==> src/rtl/m_mc_core_if.sv <==
// Bus bundle for m_mc_core: instruction-memory fetch port plus write-back trace and status.
interface m_mc_core_if #(
    parameter int XLEN    = 32,
    parameter int IMEM_AW = 6
);
    logic [IMEM_AW-1:0] w_imem_addr;
    logic [31:0]        w_imem_data;
    logic [XLEN-1:0]    w_pc;
    logic               w_halted;
    logic               w_retire;
    logic               w_wb_en;
    logic [4:0]         w_wb_addr;
    logic [XLEN-1:0]    w_wb_data;

    modport master (
        output w_imem_addr, w_pc, w_halted, w_retire, w_wb_en, w_wb_addr, w_wb_data,
        input  w_imem_data
    );

    modport slave (
        input  w_imem_addr, w_pc, w_halted, w_retire, w_wb_en, w_wb_addr, w_wb_data,
        output w_imem_data
    );
endinterface

==> src/rtl/m_mc_core.sv <==
// Four-state multi-cycle integer core (ADDI/ADD/SUB) with halt-on-write to HALT_REG.
// Define M_MC_CORE_BRANCH_EN to add BEQ/BNE; otherwise opcode 1100011 retires as a NOP.
module m_mc_core #(
    parameter int XLEN     = 32,
    parameter int NREG     = 32,
    parameter int IMEM_AW  = 6,
    parameter int HALT_REG = 30
) (
    input  logic       w_clk,
    input  logic       w_rst,
    m_mc_core_if.master bus
);
    localparam int RAW = $clog2(NREG);

    typedef enum logic [2:0] {S_FETCH, S_DECODE, S_EXEC, S_WB, S_HALT} state_t;

    state_t                 state;
    logic [XLEN-1:0]        r_pc;
    logic [31:0]            r_ir;
    logic [XLEN-1:0]        r_alu;
    logic [XLEN-1:0]        rf [NREG];
    logic                   retire;
    logic                   wb_en;
    logic [4:0]             wb_addr;
    logic                   halted;

    logic [6:0]             opcode;
    logic [2:0]             funct3;
    logic [4:0]             rs1, rs2, rd;
    logic signed [XLEN-1:0] op_a, op_b, imm_i, alu_res;
    logic                   writes;
    logic [XLEN-1:0]        pc_step;

    function automatic logic signed [XLEN-1:0] sext12(input logic [11:0] v);
        return {{(XLEN-12){v[11]}}, v};
    endfunction

    assign opcode = r_ir[6:0];
    assign funct3 = r_ir[14:12];
    assign rd     = r_ir[11:7];
    assign rs1    = r_ir[19:15];
    assign rs2    = r_ir[24:20];
    assign imm_i  = sext12(r_ir[31:20]);

    // Indices beyond the implemented register count read as zero.
    assign op_a = (32'(rs1) < NREG) ? rf[rs1[RAW-1:0]] : '0;
    assign op_b = (32'(rs2) < NREG) ? rf[rs2[RAW-1:0]] : '0;

    always_comb begin
        alu_res = '0;
        writes  = 1'b0;
        if (opcode == 7'b0010011 && funct3 == 3'b000) begin
            alu_res = op_a + imm_i;
            writes  = 1'b1;
        end else if (opcode == 7'b0110011 && funct3 == 3'b000) begin
            alu_res = r_ir[30] ? (op_a - op_b) : (op_a + op_b);
            writes  = 1'b1;
        end
    end

`ifdef M_MC_CORE_BRANCH_EN
    logic r_br_taken;

    function automatic logic signed [XLEN-1:0] sext13(input logic [12:0] v);
        return {{(XLEN-13){v[12]}}, v};
    endfunction

    assign pc_step = r_br_taken
                   ? sext13({r_ir[31], r_ir[7], r_ir[30:25], r_ir[11:8], 1'b0})
                   : XLEN'(4);

    always_ff @(posedge w_clk) begin
        if (w_rst) begin
            r_br_taken <= 1'b0;
        end else if (state == S_EXEC) begin
            r_br_taken <= (opcode == 7'b1100011) &&
                          ((funct3 == 3'b000 && op_a == op_b) ||
                           (funct3 == 3'b001 && op_a != op_b));
        end
    end
`else
    assign pc_step = XLEN'(4);
`endif

    always_ff @(posedge w_clk) begin
        if (w_rst) begin
            state   <= S_FETCH;
            r_pc    <= '0;
            r_ir    <= '0;
            r_alu   <= '0;
            retire  <= 1'b0;
            wb_en   <= 1'b0;
            wb_addr <= '0;
            halted  <= 1'b0;
            for (int i = 0; i < NREG; i++) rf[i] <= '0;
        end else begin
            case (state)
                S_FETCH:  state <= S_DECODE;
                S_DECODE: begin
                    r_ir  <= bus.w_imem_data;
                    state <= S_EXEC;
                end
                // Trace outputs are registered here so they are valid throughout WB.
                S_EXEC: begin
                    r_alu   <= alu_res;
                    retire  <= 1'b1;
                    wb_en   <= writes && (rd != 5'd0) && (32'(rd) < NREG);
                    wb_addr <= rd;
                    state   <= S_WB;
                end
                S_WB: begin
                    if (wb_en) rf[wb_addr[RAW-1:0]] <= r_alu;
                    r_pc   <= r_pc + pc_step;
                    retire <= 1'b0;
                    wb_en  <= 1'b0;
                    if (wb_en && 32'(wb_addr) == HALT_REG) begin
                        halted <= 1'b1;
                        state  <= S_HALT;
                    end else begin
                        state <= S_FETCH;
                    end
                end
                S_HALT:   state <= S_HALT;
                default:  state <= S_FETCH;
            endcase
        end
    end

    assign bus.w_imem_addr = r_pc[IMEM_AW+1:2];
    assign bus.w_pc        = r_pc;
    assign bus.w_halted    = halted;
    assign bus.w_retire    = retire;
    assign bus.w_wb_en     = wb_en;
    assign bus.w_wb_addr   = wb_addr;
    assign bus.w_wb_data   = r_alu;
endmodule

==> src/flat_wrapper.sv <==
// flat-port wrapper written by rule: the top's interface ports become plain ports
module m_mc_core_flat 
#(
    parameter int XLEN     = 32,
    parameter int NREG     = 32,
    parameter int IMEM_AW  = 6,
    parameter int HALT_REG = 30
)
  (w_clk, w_rst, bus_w_imem_addr, bus_w_pc, bus_w_halted, bus_w_retire, bus_w_wb_en, bus_w_wb_addr, bus_w_wb_data, bus_w_imem_data);
  m_mc_core_if #(.XLEN(XLEN), .IMEM_AW(IMEM_AW)) bus_i ();
  input  logic w_clk;
  input  logic w_rst;
  output wire logic [$bits(bus_i.w_imem_addr)-1:0] bus_w_imem_addr;
  output wire logic [$bits(bus_i.w_pc)-1:0] bus_w_pc;
  output wire logic [$bits(bus_i.w_halted)-1:0] bus_w_halted;
  output wire logic [$bits(bus_i.w_retire)-1:0] bus_w_retire;
  output wire logic [$bits(bus_i.w_wb_en)-1:0] bus_w_wb_en;
  output wire logic [$bits(bus_i.w_wb_addr)-1:0] bus_w_wb_addr;
  output wire logic [$bits(bus_i.w_wb_data)-1:0] bus_w_wb_data;
  input wire logic [$bits(bus_i.w_imem_data)-1:0] bus_w_imem_data;
  assign bus_w_imem_addr = bus_i.w_imem_addr;
  assign bus_w_pc = bus_i.w_pc;
  assign bus_w_halted = bus_i.w_halted;
  assign bus_w_retire = bus_i.w_retire;
  assign bus_w_wb_en = bus_i.w_wb_en;
  assign bus_w_wb_addr = bus_i.w_wb_addr;
  assign bus_w_wb_data = bus_i.w_wb_data;
  assign bus_i.w_imem_data = bus_w_imem_data;
  m_mc_core #(.XLEN(XLEN), .NREG(NREG), .IMEM_AW(IMEM_AW), .HALT_REG(HALT_REG)) u_core (.w_clk(w_clk), .w_rst(w_rst), .bus(bus_i));
endmodule
==> config.mk <==
export PLATFORM = sky130hd
export DESIGN_NAME = m_mc_core_flat
export DESIGN_NICKNAME = d
export VERILOG_FILES = /design/src/rtl/m_mc_core_if.sv /design/src/rtl/m_mc_core.sv /design/src/flat_wrapper.sv
export SDC_FILE = /design/constraint.sdc
export NUM_CORES = 2
export LEC_CHECK = 0
export CORE_UTILIZATION = 45
export CTS_CLUSTER_SIZE = 28
export DETAILED_ROUTE_END_ITERATION = 8
export DONT_BUFFER_PORTS = 1
export HOLD_SLACK_MARGIN = 0.05
export PLACE_DENSITY = 0.7
export SLEW_MARGIN = 20
export SYNTH_ARGS = -nofsm -noshare
export SYNTH_HDL_FRONTEND = slang
export SYNTH_SLANG_ARGS = --single-unit
export TNS_END_PERCENT = 50
==> constraint.sdc <==
create_clock -name w_clk -period 15.6 [get_ports w_clk]
set_clock_uncertainty 0.2 [all_clocks]
set_input_delay 3.9 -clock w_clk [delete_from_list [all_inputs] [get_ports w_clk]]
set_output_delay 3.9 -clock w_clk [all_outputs]
set_load 0.1 [all_outputs]
==> metrics <==
Inst Count DP=around 6,300; DRT iter0 DRCs=just under 8,000; share of power burned in registers=between 40% and 50%; Hold Slack=0.248 ns; Clock power frac=between 30% and 40%; number of flops mapped to enable cells by yosys=~1,000; WP data required=16.04 ns; Psw=between 2 and 2.5 mW; Worst setup SP type=register; postcts setup bufs=0; CP top delay family=compound AO/OA/AOI/OAI gates; worst r2r path cells=16; critical path class=register to register; sequential share of the synthesized area=roughly 52%; CTS buffer count=roughly 120; Total GRT Usage=between 30% and 40%; number of global-route vias before repair=~42,000; Pins Over Slew Limit=0; Final ANT Viol Nets=0; Worst slew margin=between 20% and 30%; H-tree levels=3; die area=between 100,000 and 150,000 sq um; Hold Path Origin=u_core.r_ir[16]; Horiz. Die Dim=about 380 um; minimum clock period after layout=around 7.8 ns; Resized cells post-CTS=0; CP max FO=50; initial antenna violation count=25; total core area=~140,000 sq um; CP Capture Type=register; largest area contributor in the netlist=edfxtp_1; Comb power frac=between 10% and 20%; Worst-Margin Slew=around 1.2 ns; die height=approximately 380 um; clk root buf=clkbuf_16; DRC viols=0; port buffer count=0; Distinct cells, synth=84; post-synthesis instance area=63,400 sq um; ys async rst share=0%; HP Class=register to register; Post-DP HPWL=139 mm; final WL=230 mm; status=completed; 1st-pass router iterations=6; RR Endpoint=u_core.bus.w_wb_data[29]; total number of vias=44,200; non-filler cells, final=around 6,500; layout cells sized above 1=a little over a fifth; clock transition at the registers of the reported paths=0.06 ns; Nets=around 4,600; Main synth FF type=edfxtp_1; Max Root-Sink Buffers=3; most area-consuming cells after synthesis=edfxtp_1 (49%), mux4_2 (17%), and2_1 (10%), dfxtp_1 (3.6%), mux2i_1 (3.6%); worst path bufs/invs=2; clk_lat worst skew=slightly below 0.8 ns; Critical-path top delay cell=buf_4; Area growth syn-to-layout=10.3%; max frequency=129 MHz; unrepaired setup endpoints after global routing=false; internal power=about 5.5 mW; drt via density=6.77; Max IR drop VDD=0.124 mV; Syn Inst Count=around 4,700; Syn Area/Cell=between 10 and 15 sq um; io pins=around 110; grt total ovfl=0; max-cap violations=0; Register-to-Register Setup Slack=between 7 and 8 ns; yosys warns=0; endpoints failing hold=0; routability cong.=1.03; global-route wire length before repair=roughly 320 mm; crit path DAT=8.19 ns; FP Rows=~140; largest net degree at the start of global routing=just over 100; Lkg Pwr=approximately 24 nW; starting density of the core=between 40% and 50%; post-DR wirelength/cell=roughly 35 um; Synth top cells by count=and2_1 (1,036), edfxtp_1 (1,024), mux4_2 (467); CP cell instances=buf_4 -> buf_4 -> mux4_2 -> mux4_2 -> mux2_2 -> ha_1 -> a21oi_1 -> o21ai_0 -> a221o_1 -> a211oi_1 -> o21ai_1 -> o41ai_1 -> o21ai_0 -> xnor2_1 -> a221oi_1 -> nor2_1; sw frac=between 20% and 30%; dominant cell by count in the synthesized netlist=and2_1; share of the synthesized area in the top cell type=around 49%; CP max stage delay=slightly above 0.9 ns; setup violators final=0; FF+latch count, synth=between 1,000 and 1,500; CTS tree=done; power per cell area=between 100 and 150 nW/um^2; worst hold path stage count=2; CTS Hold Bufs=0; TNS Setup=0 ns; period utilisation layout=between 40 and 50%; Sinks on Clock Net=1,139
## registers in the layout, summed over array words and instances, names as in the netlist, named ones only
register              flops
u_core.rf              1024
u_core.bus.w_wb_data     32
u_core.r_ir              32
u_core.bus.w_pc          30
u_core.bus.w_wb_addr      5
u_core.state              3
u_core.bus.w_halted       1
u_core.bus.w_retire       1
u_core.bus.w_wb_en        1
## stage by stage
stage	instance area (sq um)	worst slack, ns	utilization (%)	total power, mW
5_1_grt	69800	7.36	50.0	7.78
2_1_floorplan	63400	7.92	-	4.33
4_1_cts	69800	7.83	50.0	7.58
3_3_place_gp	65700	7.85	47.0	4.69
6_report	69900	7.85	50.0	7.62
3_5_place_dp	65800	7.89	47.1	4.70
## placed cells by master (no fill, tap or decap), types with 21 or more instances in the layout
cell       netlist  final
and2_1        1036   1036
edfxtp_1      1024   1024
mux4_2         467    467
mux2i_1        230    230
nand2_1        173    172
buf_4           25    149
a21oi_1        138    138
nor2_1         173    137
clkbuf_16        0    125
nand3_1         93     92
a22oi_1         83     83
o21ai_0        100     69
dfxtp_1        115     66
ha_1            64     64
xnor2_1         55     55
xor2_1          51     51
mux2_2          38     38
dfxtp_2          0     38
nor2_4           0     34
inv_1           34     33
o21ai_4          0     31
diode_2          0     28
a21o_1          28     28
mux4_1          26     26
nor3_1          25     24
a22o_1          21     21
nand4_1         21     21
## tightest hold or removal path, stage by stage (launching register included)
cell and delay [ns]:
dfxtp_1 0.30, nand2_1 0.05, a21oi_1 0.07
## how the worst max path moves through the flow
stage / depth (start not counted) / slack [ns] / from / endpoint
global route: 16 / 7.36 / register / u_core.bus.w_wb_data[29]
detailed placement: 16 / 7.89 / register / u_core.bus.w_wb_data[29]
global placement: 16 / 7.85 / register / u_core.bus.w_wb_data[29]
finish: 16 / 7.85 / register / u_core.bus.w_wb_data[29]
CTS: 16 / 7.83 / register / u_core.bus.w_wb_data[29]
floorplan: 5 / 7.92 / w_rst / u_core.rf[23][0]
## per-layer routing
layer / GRT usage (%) / share of wire, % / wire (um) / up-vias
met5: 0 / 0.030 / 69 / -
met2: 47.5 / 44 / 101000 / 3708
met3: 9.45 / 14 / 32200 / 776
met1: 42.3 / 36 / 83000 / 22300
met4: 17.7 / 6.0 / 13800 / 10
li1: - / - / - / 17400
## kinds of logic after synthesis
group / synth area share [%]
adders and majority gates: 1.33
xor gates and xnor gates: 1.49
AOI/OAI and AO/OA: 4.95
DFF: 52.1
and+or+nand+nor: 14.8
other: 0.00592
muxes: 22.0
buffers and inverters: 3.25
## final cells by class
| type | count | area, sq um |
|---|---|---|
| Antenna cell | 28 | 70.1 |
| Multi-Input combinational cell | 3065 | 28900 |
| Timing Repair Buffer | 156 | 1300 |
| Tap cell | 1876 | 2350 |
| Inverter | 36 | 136 |
| Fill cell | 11700 | 69800 |
| Clock inverter | 61 | 531 |
| Sequential cell | 1139 | 33100 |
| Clock buffer | 163 | 3470 |
## power by group through the flow
stage                     clock network [mW]  logic, mW  registers (mW)
after floorplan                            0      0.791            3.54
after global placement                     0       1.13            3.56
after detailed placement                   0       1.14            3.57
after CTS                               2.94       1.14            3.50
after global routing                    3.05       1.22            3.51
final                                   2.94       1.17            3.51
Note: power is estimated with default switching activity, not from simulation.
